<file path="src/rtl/stopwatch_pkg.sv">
// Shared constants and state encoding for the stopwatch time base.
// Digits are BCD; tens-of-seconds and tens-of-minutes share the same 0..5 range.
package stopwatch_pkg;

    localparam int DIGIT_W = 4;
    localparam logic [DIGIT_W-1:0] SEC_TENS_MAX = 4'd5;
    localparam logic [DIGIT_W-1:0] ONES_MAX     = 4'd9;

    typedef enum logic {
        ST_PAUSED  = 1'b0,
        ST_RUNNING = 1'b1
    } run_state_t;

endpackage

</file>
<file path="src/rtl/bcd_mod60.sv">
// Two-digit BCD counter 00..59 with synchronous clear and increment.
// carry_out flags an increment taken at 59, so a following stage can chain.
module bcd_mod60
    import stopwatch_pkg::*;
(
    input  logic               clk,
    input  logic               rst,
    input  logic               inc,
    input  logic               clr,
    output logic [DIGIT_W-1:0] tens,
    output logic [DIGIT_W-1:0] ones,
    output logic               carry_out
);

    logic at_max;

    assign at_max    = (tens == SEC_TENS_MAX) && (ones == ONES_MAX);
    assign carry_out = inc & at_max;

    always_ff @(posedge clk or posedge rst) begin
        if (rst) begin
            tens <= '0;
            ones <= '0;
        end else if (clr) begin
            tens <= '0;
            ones <= '0;
        end else if (inc) begin
            if (ones >= ONES_MAX) begin
                ones <= '0;
                // Any tens value at or above the limit folds back to 0.
                tens <= (tens >= SEC_TENS_MAX) ? '0 : tens + DIGIT_W'(1);
            end else begin
                ones <= ones + DIGIT_W'(1);
            end
        end
    end

endmodule

</file>
<file path="src/rtl/stopwatch_counter.sv">
// Stopwatch time base: prescaler, run/pause state and MM:SS BCD digits.
// Adjust mode steps the selected field at twice per second instead of counting.
module stopwatch_counter
    import stopwatch_pkg::*;
#(
    parameter int TICKS_PER_SEC = 100_000_000,
    parameter int PRESC_W       = 27
) (
    input  logic               clk,
    input  logic               rst,
    input  logic               pause_p,
    input  logic               clr_p,
    input  logic               adj,
    input  logic               sel,
    output logic [DIGIT_W-1:0] min_tens,
    output logic [DIGIT_W-1:0] min_ones,
    output logic [DIGIT_W-1:0] sec_tens,
    output logic [DIGIT_W-1:0] sec_ones,
    output logic               running
);

    localparam logic [PRESC_W-1:0] SEC_LAST  = PRESC_W'(TICKS_PER_SEC - 1);
    localparam logic [PRESC_W-1:0] HALF_LAST = PRESC_W'(TICKS_PER_SEC / 2 - 1);

    logic [PRESC_W-1:0] presc_reg;
    run_state_t         state_reg;
    logic               sec_tick;
    logic               half_tick;
    logic               normal;
    logic               sec_inc;
    logic               min_inc;
    logic               sec_carry;
    logic               min_carry_unused;

    assign sec_tick  = (presc_reg == SEC_LAST);
    assign half_tick = (presc_reg == HALF_LAST) || sec_tick;

    // Uses the current (pre-toggle) state so a pause coinciding with a tick still counts it.
    assign normal  = !adj && (state_reg == ST_RUNNING);
    assign sec_inc = normal ? sec_tick : (adj && sel && half_tick);
    assign min_inc = (normal && sec_carry) || (adj && !sel && half_tick);

    always_ff @(posedge clk or posedge rst) begin
        if (rst) begin
            presc_reg <= '0;
        end else if (pause_p || clr_p) begin
            presc_reg <= '0;
        end else if (sec_tick) begin
            presc_reg <= '0;
        end else begin
            presc_reg <= presc_reg + PRESC_W'(1);
        end
    end

    always_ff @(posedge clk or posedge rst) begin
        if (rst) begin
            state_reg <= ST_PAUSED;
        end else if (pause_p) begin
            case (state_reg)
                ST_PAUSED:  state_reg <= ST_RUNNING;
                ST_RUNNING: state_reg <= ST_PAUSED;
                default:    state_reg <= ST_PAUSED;
            endcase
        end
    end

    assign running = (state_reg == ST_RUNNING);

    bcd_mod60 u_seconds (
        .clk       (clk),
        .rst       (rst),
        .inc       (sec_inc),
        .clr       (clr_p),
        .tens      (sec_tens),
        .ones      (sec_ones),
        .carry_out (sec_carry)
    );

    bcd_mod60 u_minutes (
        .clk       (clk),
        .rst       (rst),
        .inc       (min_inc),
        .clr       (clr_p),
        .tens      (min_tens),
        .ones      (min_ones),
        .carry_out (min_carry_unused)
    );

endmodule

</file>
<file path="config.mk">
export PLATFORM = sky130hd
export DESIGN_NAME = stopwatch_counter
export DESIGN_NICKNAME = d
export VERILOG_FILES = /design/src/rtl/stopwatch_pkg.sv /design/src/rtl/bcd_mod60.sv /design/src/rtl/stopwatch_counter.sv
export SDC_FILE = /design/constraint.sdc
export NUM_CORES = 1
export LEC_CHECK = 0
export ABC_AREA = 1
export CAP_MARGIN = 20
export CORE_MARGIN = 4
export CORE_UTILIZATION = 35
export DETAILED_ROUTE_END_ITERATION = 10
export PLACE_DENSITY = 0.52
export SLEW_MARGIN = 20
export SYNTH_ARGS = -nofsm -noshare
export SYNTH_HDL_FRONTEND = slang
export SYNTH_HIERARCHICAL = 1
export SYNTH_SLANG_ARGS = --single-unit
</file>
<file path="constraint.sdc">
create_clock -name clk -period 6.35 [get_ports clk]
set_clock_uncertainty 0.05 [all_clocks]
set_input_delay 0.635 -clock clk [delete_from_list [all_inputs] [get_ports clk]]
set_output_delay 0.635 -clock clk [all_outputs]
set_load 0.005 [all_outputs]
</file>
==> metrics.cfg, run 1 <==
[route]
num_vias = 2453
wl_met2_mm = 2.89
highest_layer = met4
wl_met3_um = 220
post_drt_via_cell_ratio = 4.65
met1Wirelength_mm = 3.19
drt_wl_total_mm = 6.45
dr.first_iter.drc_count = 91
first_pass_iters = 4
post_drt_wl_per_cell_um = 12.2
route.antenna.remaining_nets = 0
drc_errors = 0

[die]
io_pins = 23
num_rows = 33
design.die.area_um2 = 9960
start_util_pct = 35.9
die_h_um = 99.8
die_w_um = 99.8
core_um2 = 8220

[worst_setup_path]
cp.depth = 18
worst-path-max-fanout = 9
timing.critical_path.to = u_minutes/ones[2]
slowest_delay_ns = 0.46
r2r.worst_path.cells = 18
crit_path_frequent_cell = nand2_1
r2r-start = presc_reg[0]
worstSetupStartpointType = register
slowest_stage = dfrtp_1
critPathTopFamily = simple AND/OR/NAND/NOR gates
crit_buf_inv = 2
reg2reg_to = u_minutes/ones[2]
cp_cell_sequence = ha_1, nand2_1, nor2_4, nand2_1, nor2_1, nand2_1, nand2_1, nand2_1, inv_1, nand4_1, nor2_1, nand2_1, nand2_1, nor2_4, inv_6, nand2_1, xor2_1, nor2_1
cp_data_required_time_ns = 6.49
crit_path_start = presc_reg[0]
reg2reg_slack_ns = 3.91
worstSetupPathType = reg2reg
end_kind = register
cp.arrival_ns = 2.58

[timing]
setup-violations-final = 0
hold_viol = 0
setup_tns_ns = 0
rsz0062_at_grt = false
tightest_slew_ns = 0.572
fin_crit_sh_pct = 38.4
slew_violations = 0
max_freq_ghz = 0.410
timing.final.crit_period_ns = 2.44
slew_headroom_pct = 61.8

[clock_tree]
cts_sinks = 44
cts_max_path_buffers = 2
cts_buffers = 5
cts_root_buf = clkbuf_8
clk_latency_ns = 0.30
post_cts_buffers = 0
path_clk_slew_ns = 0.09
cts_hold_buffers = 0
cts_tree = done
postCtsResizedCells = 0
htree_num_levels = 2

[global_route]
grt_pass1_vias = 2467
grt_pass1_wl_mm = 11.4
grt_overflow = 0
grt.total_usage_pct = 14.0
antenna_found_initial = 0
grt_max_degree = 18

[power]
total_power_mw = 0.620
pwr-share-clk_pct = 30.3
power_frac_seq_pct = 51.3
combPwrFrac_pct = 18.4
leakagePower_nw = 1.46
p_per_area_nw_per_um2 = 183
ir_worst_vdd_mv = 0.114
p_sw_mw = 0.179
p_int_mw = 0.441
swShare_pct = 28.9

[layout]
fillCellCount = 862
diodes = 0
final_area_um2 = 3390
layout_common_cells = nand2_1, nor2_1, dfrtp_1
drive_above_1_share_pct = 12.6
fin_cells = 527
final_common_cell = nand2_1
ff_latch_area_um2 = 1100
multi_input_area_um2 = 1640
area_growth_syn_to_layout_pct = 15.1
fin_nets = 440
largest_reg_flops = 27
final_core_util_pct = 41.3

[place]
dpl.cell_count = 519
dpl.hpwl_mm = 5.16
port_buffers = 22
place_area_um2 = 3300
place_congestion = 0.854

[logic_synthesis]
yosys_warnings = 6
syn_nets = 413
netlist_area_um2 = 2950
synthCells = 394
syn-mean-instance-area_um2 = 7.48

[outcome]
status = finished, final reports clean

[hold_path]
hold_path_class = reg2reg

[run]
maxCapViolations = 0

[layout make-up]
class / count / area share, %
Multi-Input combinational cell: 304 / 48.5
Sequential cell: 44 / 32.4
Timing Repair Buffer: 24 / 7.52
Inverter: 42 / 4.94
Tap cell: 105 / 3.87
Clock buffer: 7 / 2.54
Clock inverter: 1 / 0.221
[layer usage]
layer  GRT usage (%)  up-vias
met2            21.9       45
met1            19.3     1114
met5               0        -
met4            4.62        0
met3            2.92       13
li1                -     1281
[power groups by stage]
stage	registers (mW)	logic (mW)	clock network (mW)
final	0.318	0.114	0.188
after detailed placement	0.323	0.116	0
after global placement	0.324	0.114	0
after global routing	0.321	0.130	0.207
after CTS	0.318	0.116	0.197
after floorplan	0.319	0.0682	0
[how the worst min path moves through the flow]
stage            start                end  cells past startpoint
2_1_floorplan      rst  u_minutes/ones[0]                      1
3_3_place_gp   running            running                      1
3_5_place_dp   running            running                      1
4_1_cts        running            running                      1
5_1_grt        running            running                      1
6_report       running            running                      1
[per-stage QoR]
step | setup WS, ns | hold slack (ns)
final | 3.91 | 0.444
after global routing | 3.65 | 0.467
after CTS | 3.91 | 0.452
after detailed placement | 3.85 | 0.432
after global placement | 3.88 | 0.432
after floorplan | 4.20 | 0.401
Note: power is estimated with default switching activity, not from simulation.
==> run 2: changes to the inputs <==
==> constraint.sdc (replaced) <==
create_clock -name clk -period 2.55 [get_ports clk]
set_clock_uncertainty 0.05 [all_clocks]
set_input_delay 0.255 -clock clk [delete_from_list [all_inputs] [get_ports clk]]
set_output_delay 0.255 -clock clk [all_outputs]
set_load 0.005 [all_outputs]
==> run 2 against run 1 <==
  * Die area is the same
  * Register-to-register slack got worse by 3.6 ns
  * Final area about the same
  * Sequential power is 150% higher
  * Largest cell class unchanged
  * Largest power group unchanged
==> metrics.cfg, run 2 (synthesized netlist as in run 1, its figures left out) <==
[worst_setup_path]
cp.arrival_ns = 2.45  ; was 2.58 ns
worstSetupPathType = reg2reg  ; unchanged
r2r-start = presc_reg[0]  ; unchanged
worstSetupStartpointType = register  ; unchanged
worst-path-max-fanout = 9  ; unchanged
r2r.worst_path.cells = 18  ; unchanged
reg2reg_to = u_minutes/ones[2]  ; unchanged
reg2reg_slack_ns = 0.27  ; was 3.91 ns
cp_data_required_time_ns = 2.72  ; was 6.49 ns
end_kind = register  ; unchanged

[layout]
drive_above_1_share_pct = 13.9  ; was 12.6%
layout_common_cells = nand2_1, nor2_1, dfrtp_1  ; unchanged
largest_reg_flops = 27  ; unchanged
multi_input_area_um2 = 1650  ; was 1640 um2
final_core_util_pct = 41.3  ; about the same
final_common_cell = nand2_1  ; unchanged
area_growth_syn_to_layout_pct = 15.1  ; about the same
fillCellCount = 852  ; was 862
ff_latch_area_um2 = 1100  ; unchanged
fin_nets = 442  ; was 440
diodes = 0  ; unchanged
final_area_um2 = 3390  ; about the same

[clock_tree]
clk_latency_ns = 0.29  ; was 0.30 ns
cts_sinks = 44  ; unchanged
path_clk_slew_ns = 0.08  ; was 0.09 ns
cts_max_path_buffers = 2  ; unchanged
cts_buffers = 5  ; unchanged
cts_tree = done  ; unchanged
cts_hold_buffers = 0  ; unchanged
htree_num_levels = 2  ; unchanged
cts_root_buf = clkbuf_8  ; unchanged

[route]
drt_wl_total_mm = 6.52  ; was 6.45 mm
first_pass_iters = 4  ; unchanged
num_vias = 2459  ; was 2453
post_drt_via_cell_ratio = 4.65  ; about the same
drc_errors = 0  ; unchanged
post_drt_wl_per_cell_um = 12.3  ; was 12.2 um
dr.first_iter.drc_count = 85  ; was 91
route.antenna.remaining_nets = 0  ; unchanged

[place]
dpl.hpwl_mm = 5.04  ; was 5.16 mm
port_buffers = 22  ; unchanged
place_congestion = 0.869  ; was 0.854
place_area_um2 = 3290  ; was 3300 um2

[timing]
slew_violations = 0  ; unchanged
tightest_slew_ns = 0.405  ; was 0.572 ns
setup-violations-final = 0  ; unchanged
setup_tns_ns = 0  ; unchanged
rsz0062_at_grt = false  ; unchanged
fin_crit_sh_pct = 89.2  ; was 38.4%
max_freq_ghz = 0.439  ; was 0.410 GHz
timing.final.crit_period_ns = 2.28  ; was 2.44 ns
slew_headroom_pct = 72.9  ; was 61.8%
hold_viol = 0  ; unchanged
holdWs_ns = 0.223  ; was 0.444 ns

[power]
leakagePower_nw = 1.46  ; about the same
pwr-share-clk_pct = 29.8  ; was 30.3%
swShare_pct = 28.8  ; was 28.9%
p_per_area_nw_per_um2 = 452  ; was 183 nW/um2
p_sw_mw = 0.442  ; was 0.179 mW
ir_worst_vdd_mv = 0.224  ; was 0.114 mV
combPwrFrac_pct = 18.7  ; was 18.4%
p_int_mw = 1.09  ; was 0.441 mW
power_frac_seq_pct = 51.6  ; was 51.3%

[run]
maxCapViolations = 0  ; unchanged

[die]
die_h_um = 99.8  ; unchanged
design.die.area_um2 = 9960  ; unchanged
start_util_pct = 35.9  ; unchanged
io_pins = 23  ; unchanged
core_um2 = 8220  ; unchanged
num_rows = 33  ; unchanged
die_w_um = 99.8  ; unchanged

[outcome]
status = finished, final reports clean  ; unchanged

[hold_path]
hold_path_class = in2async  ; was reg2reg

[global_route]
grt_pass1_vias = 2404  ; was 2467
antenna_found_initial = 0  ; unchanged
grt.total_usage_pct = 14.1  ; was 14.0%
grt_pass1_wl_mm = 11.5  ; was 11.4 mm
grt_overflow = 0  ; unchanged
grt_max_degree = 29  ; was 18

==> run 2: routing by layer <==
layer / track usage [%] / vias up / wire length, um / part of all wire, %
met5: 0 / - / 0 / 0
met4: 3.78 / 0 / 74 / 1.1
met3: 2.71 / 7 / 229 / 3.5
met2: 22.0 / 44 / 2850 / 44
met1: 20.1 / 1124 / 3360 / 52
li1: - / 1284 / - / -
==> run 2: stage by stage <==
stage	cells	total power, mW	setup slack, ns
after floorplan	394	0.964	0.402
after global placement	520	1.09	0.327
after detailed placement	520	1.09	0.244
after CTS	528	1.56	0.203
after global routing	529	1.63	0.0208
final	529	1.53	0.274
==> run 2: worst max path at each step <==
stage / from / to / slack, ns / cells past startpoint
3_3_place_gp: presc_reg[1] / u_minutes/ones[2] / 0.33 / 18
5_1_grt: presc_reg[0] / u_minutes/ones[2] / 0.02 / 18
4_1_cts: presc_reg[1] / u_minutes/ones[2] / 0.20 / 18
3_5_place_dp: presc_reg[1] / u_minutes/ones[2] / 0.24 / 18
6_report: presc_reg[0] / u_minutes/ones[2] / 0.27 / 18
2_1_floorplan: presc_reg[0] / u_minutes/ones[2] / 0.40 / 18
==> run 2: timing repair <==
action	CTS	global route
setup buffers	0	1
gates resized for setup	0	3
endpoints found under the setup margin	0	1
==> run 2: power groups by stage <==
stage,sequential [mW],combinational [mW],clock (mW)
floorplan,0.794,0.170,0
global placement,0.805,0.289,0
detailed placement,0.805,0.289,0
CTS,0.792,0.291,0.478
global route,0.802,0.326,0.507
finish,0.791,0.287,0.457
==> run 2: final cells by class <==
type,count,area share (%)
clock inverter,2,0.295
timing repair buffer,26,7.38
inverter,42,4.94
sequential,44,32.5
multi-input combinational,304,48.6
clock buffer,6,2.43
tap,105,3.87
==> run 2: worst max-delay path, stage by stage (launching register included) <==
cell,delay (ns)
dfrtp_1,0.36
ha_1,0.17
nand2_1,0.10
nor2_4,0.19
nand2_4,0.11
nor2_4,0.12
nand3_1,0.09
nand2_1,0.06
nand2_1,0.05
inv_2,0.08
nand4_1,0.09
nor2_1,0.11
nand2_1,0.07
nand2_2,0.09
nor2_4,0.05
inv_6,0.11
nand2_1,0.06
xor2_1,0.13
nor2_1,0.11
==> edit 1, RTL diff (settings of run 1) <==
`DIGIT_W`: 4 -> 6.
--- a/src/rtl/stopwatch_pkg.sv
+++ b/src/rtl/stopwatch_pkg.sv
@@ -2,7 +2,7 @@
 // Digits are BCD; tens-of-seconds and tens-of-minutes share the same 0..5 range.
 package stopwatch_pkg;
 
-    localparam int DIGIT_W = 4;
+    localparam int DIGIT_W = 6;
     localparam logic [DIGIT_W-1:0] SEC_TENS_MAX = 4'd5;
     localparam logic [DIGIT_W-1:0] ONES_MAX     = 4'd9;
 
Interface: changed (resized min_ones, min_tens, sec_ones and sec_tens); port bits go from 23 to 31. No check against the original RTL was run, so the function may have changed too.
==> edit 1 against run 1 <==
  * Total power increased by 8.6%
  * Area after synthesis increased by 9.1%
  * Wire length increased by 10%
  * Critical path depth unchanged
  * Core utilization increased by 1.0 points
  * Final area increased by 10%
  * Worst setup slack got worse by 0.33 ns
  * Sequential cell count increased by 8
  * Highest routed layer unchanged
==> edit 1: results (changes against run 1) <==
Status -> finished clean (unchanged)
Gpl congestion -> 0.8314 (was 0.8541)
LEAKAGE -> 1.592 nW (was 1.456 nW)
Comb. pwr -> 86.0 uW (was 114 uW)
Maximum fanout along the worst path -> 6 (was 9)
Port bufs -> 30 (was 22)
Number of non-clock inverters in the layout -> 50 (was 42)
Sw frac -> 25.74% (was 28.86%)
Seq area share -> 34.77% (was 32.45%)
Placed insts -> 549 (was 519)
Worst Hold End -> u_minutes/ones[5] (was running)
Share of layout cells above drive strength 1 -> 14.70% (was 12.56%)
Nets@finish -> 467 (was 440)
Hold path depth -> 2 (was 1)
Min-delay src -> u_minutes/ones[5] (was running)
Cell count after synthesis -> 412 (was 394)
Multi-Input Combinational -> 308 (was 304)
R2r setup slk -> 3.58 ns (was 3.91 ns)
Part of the power in registers -> 53.5% (was 51.3%)
DR vias -> 2621 (was 2453)
Slew @ Worst Pin -> 1.113 ns (was 0.5717 ns)
Final wirelength -> 7113 um (was 6448 um)
Yosys warnings -> 6 (unchanged)
Fin Hold WS -> 0.4690 ns (was 0.4442 ns)
Signal buf overhead -> 8.225% (was 7.522%)
Multi-input logic area -> 1693 um2 (was 1644 um2)
Critical Path AT -> 2.96 ns (was 2.58 ns)
All-Layer GR Usage -> 13.90% (was 14.01%)
Maximum vdd drop -> 0.1182 mV (was 0.1140 mV)
Fillers -> 941 (was 862)
Largest net degree at the start of global routing -> 29 (was 18)
TritonCTS Sinks -> 52 (was 44)
Cell Pwr Density -> 179.9 nW/um2 (was 182.6 nW/um2)
Vias in the first global route -> 2600 (was 2467)
First-pass GRT wire length -> 12460 um (was 11450 um)
Clk cell area share -> 2.875% (was 2.765%)
Clock buf count -> 6 (was 7)
[edit 1: routing by layer]
metal  share of wire, %  track usage [%]  vias up
met4               0.97            3.799        0
met5                  0                0        -
met2                 48            23.68       32
li1                   -                -     1361
met3                2.3            2.110        6
met1                 49            18.40     1222
[edit 1: worst max-delay path by stage]
| stage | cells after the start | slack (ns) | endpoint | from |
|---|---|---|---|---|
| 4_1_cts | 18 | 3.59 | u_minutes/ones[2] | presc_reg[0] |
| 5_1_grt | 18 | 3.28 | u_minutes/tens[0] | presc_reg[0] |
| 6_report | 18 | 3.58 | u_minutes/ones[2] | presc_reg[0] |
| 2_1_floorplan | 17 | 4.03 | u_minutes/ones[3] | presc_reg[0] |
| 3_5_place_dp | 4 | 3.51 | presc_reg[25] | clr_p |
| 3_3_place_gp | 4 | 3.54 | presc_reg[25] | clr_p |
[edit 1: through the flow]
step	setup WS, ns	instance area, um2
after global routing	3.283	3742
final	3.579	3742
after CTS	3.591	3742
after floorplan	4.032	3217
after global placement	3.544	3635
after detailed placement	3.509	3635
==> edit 2, RTL diff (settings of run 1) <==
Without the edit above. Make the reset (`rst`) synchronous in 3 clocked blocks.
--- a/src/rtl/bcd_mod60.sv
+++ b/src/rtl/bcd_mod60.sv
@@ -17,7 +17,7 @@
     assign at_max    = (tens == SEC_TENS_MAX) && (ones == ONES_MAX);
     assign carry_out = inc & at_max;
 
-    always_ff @(posedge clk or posedge rst) begin
+    always_ff @(posedge clk) begin
         if (rst) begin
             tens <= '0;
             ones <= '0;
--- a/src/rtl/stopwatch_counter.sv
+++ b/src/rtl/stopwatch_counter.sv
@@ -40,7 +40,7 @@
     assign sec_inc = normal ? sec_tick : (adj && sel && half_tick);
     assign min_inc = (normal && sec_carry) || (adj && !sel && half_tick);
 
-    always_ff @(posedge clk or posedge rst) begin
+    always_ff @(posedge clk) begin
         if (rst) begin
             presc_reg <= '0;
         end else if (pause_p || clr_p) begin
@@ -52,7 +52,7 @@
         end
     end
 
-    always_ff @(posedge clk or posedge rst) begin
+    always_ff @(posedge clk) begin
         if (rst) begin
             state_reg <= ST_PAUSED;
         end else if (pause_p) begin
Check against the original RTL: differs if rst is asserted again (counterexample within 4 cycles, from zero or initial values and one cycle with rst high); with rst held inactive, the same outputs for 10 cycles.
==> edit 2 against run 1 <==
  * First-iteration DRC count is 42% higher
  * Critical endpoint is now u_minutes/tens[1]
  * Worst setup slack worse by 0.41 ns
  * Area after synthesis is 6.5% lower
  * Sequential cell count stayed put
  * Highest routed layer unchanged
  * Critical path type unchanged
  * Sequential share of layout area down 4.4 points
  * Wire length down 10%
  * Largest cell class unchanged
  * Final area fell by 7.4%
Power is not compared: it rests on default switching activity, and its combinational part moved more than twofold at a synthesized area within 25%.
==> edit 2: results (changes against run 1) <==
Number of buffers created by CTS -> 5 (unchanged)
Routed len/inst -> 10.79 um (was 12.24 um)
Syn Nets -> 428 (was 413)
ANT nets after route -> 0 (unchanged)
Worst-skew pair later-pin latency -> 0.29 ns
Via density -> 4.455 (was 4.655)
Maximum fanout along the worst path -> 6 (was 9)
Clock buf count -> 6 (was 7)
Seq Cell Count -> 44 (unchanged)
Slew @ Worst Pin -> 0.4127 ns (was 0.5717 ns)
Clk cell area share -> 2.468% (was 2.765%)
Met3 Use GR -> 2.379% (was 2.919%)
Achievable Freq -> 0.3517 GHz (was 0.4103 GHz)
Clock buffer depth -> 2 (unchanged)
Syn avg cell area -> 6.742 um2 (was 7.482 um2)
First-pass GRT wire length -> 10150 um (was 11450 um)
CP max stage delay -> 0.39 ns (was 0.46 ns)
Largest net degree at the start of global routing -> 26 (was 18)
Multi-Input Combinational -> 307 (was 304)
DR WL met3 -> 117 um (was 220 um)
Register area -> 880.8 um2 (was 1101 um2)
Gpl congestion -> 0.8295 (was 0.8541)
All-Layer GR Usage -> 12.84% (was 14.01%)
Multi-input combinational area share -> 51.67% (was 48.45%)
GR Layer Usage met1 -> 18.34% (was 19.35%)
Status -> finished clean (unchanged)
Fin Hold WS -> 0.4270 ns (was 0.4442 ns)
Min-delay src -> presc_reg[0] (was running)
Pre-CTS setup slack -> 3.485 ns (was 3.851 ns)
FF-to-FF path depth -> 17 (was 18)
Kind of cell adding the most delay to the critical path -> simple AND/OR/NAND/NOR gates (unchanged)
R2R Path End -> u_minutes/tens[1] (was u_minutes/ones[2])
Share of layout cells above drive strength 1 -> 12.16% (was 12.56%)
Nets@finish -> 455 (was 440)
Count of non-CTS buffers in the layout -> 22 (was 24)
Final wirelength -> 5804 um (was 6448 um)
Yosys warnings -> 6 (unchanged)
Worst Hold End -> presc_reg[0] (was running)
Signal buf overhead -> 7.006% (was 7.522%)
Internal power -> 358.1 uW
Number of non-clock inverters in the layout -> 56 (was 42)
Starting DRT DRC Count -> 129 (was 91)
Met2 routed WL -> 2587 um (was 2892 um)
Met2 usage -> 19.75% (was 21.91%)
Detailed Place HPWL -> 4630 um (was 5161 um)
Placed insts -> 531 (was 519)
Worst R2R Start -> presc_reg[0] (unchanged)
CP max-delay cell -> dfxtp_1 (was dfrtp_1)
Hold path depth -> 1 (unchanged)
Critical Path AT -> 2.97 ns (was 2.58 ns)
WL met1 -> 3059 um (was 3193 um)
Vias in the first global route -> 2216 (was 2467)
Fillers -> 869 (was 862)
## edit 2: power by group through the flow
stage / combinational, mW / clock [mW] / sequential, mW
2_1_floorplan: 0.0107 / 0 / 0.284
4_1_cts: 0.0159 / 0.178 / 0.278
3_3_place_gp: 0.0158 / 0 / 0.284
6_report: 0.0156 / 0.169 / 0.278
3_5_place_dp: 0.0159 / 0 / 0.284
5_1_grt: 0.0176 / 0.187 / 0.278
## edit 2: worst max path at each step
| stage | startpoint | end | depth (start not counted) |
|---|---|---|---|
| global route | presc_reg[0] | u_minutes/tens[2] | 17 |
| CTS | presc_reg[0] | u_minutes/tens[1] | 17 |
| finish | presc_reg[0] | u_minutes/tens[1] | 17 |
| global placement | adj | u_minutes/tens[2] | 14 |
| detailed placement | adj | u_minutes/tens[1] | 14 |
| floorplan | presc_reg[0] | u_minutes/tens[2] | 17 |
## edit 2: through the flow
step	cell area, um2	utilization [%]
finish	3143	40.89
global route	3143	40.89
CTS	3143	40.89
detailed placement	3065	39.88
global placement	3065	39.88
floorplan	2758	-
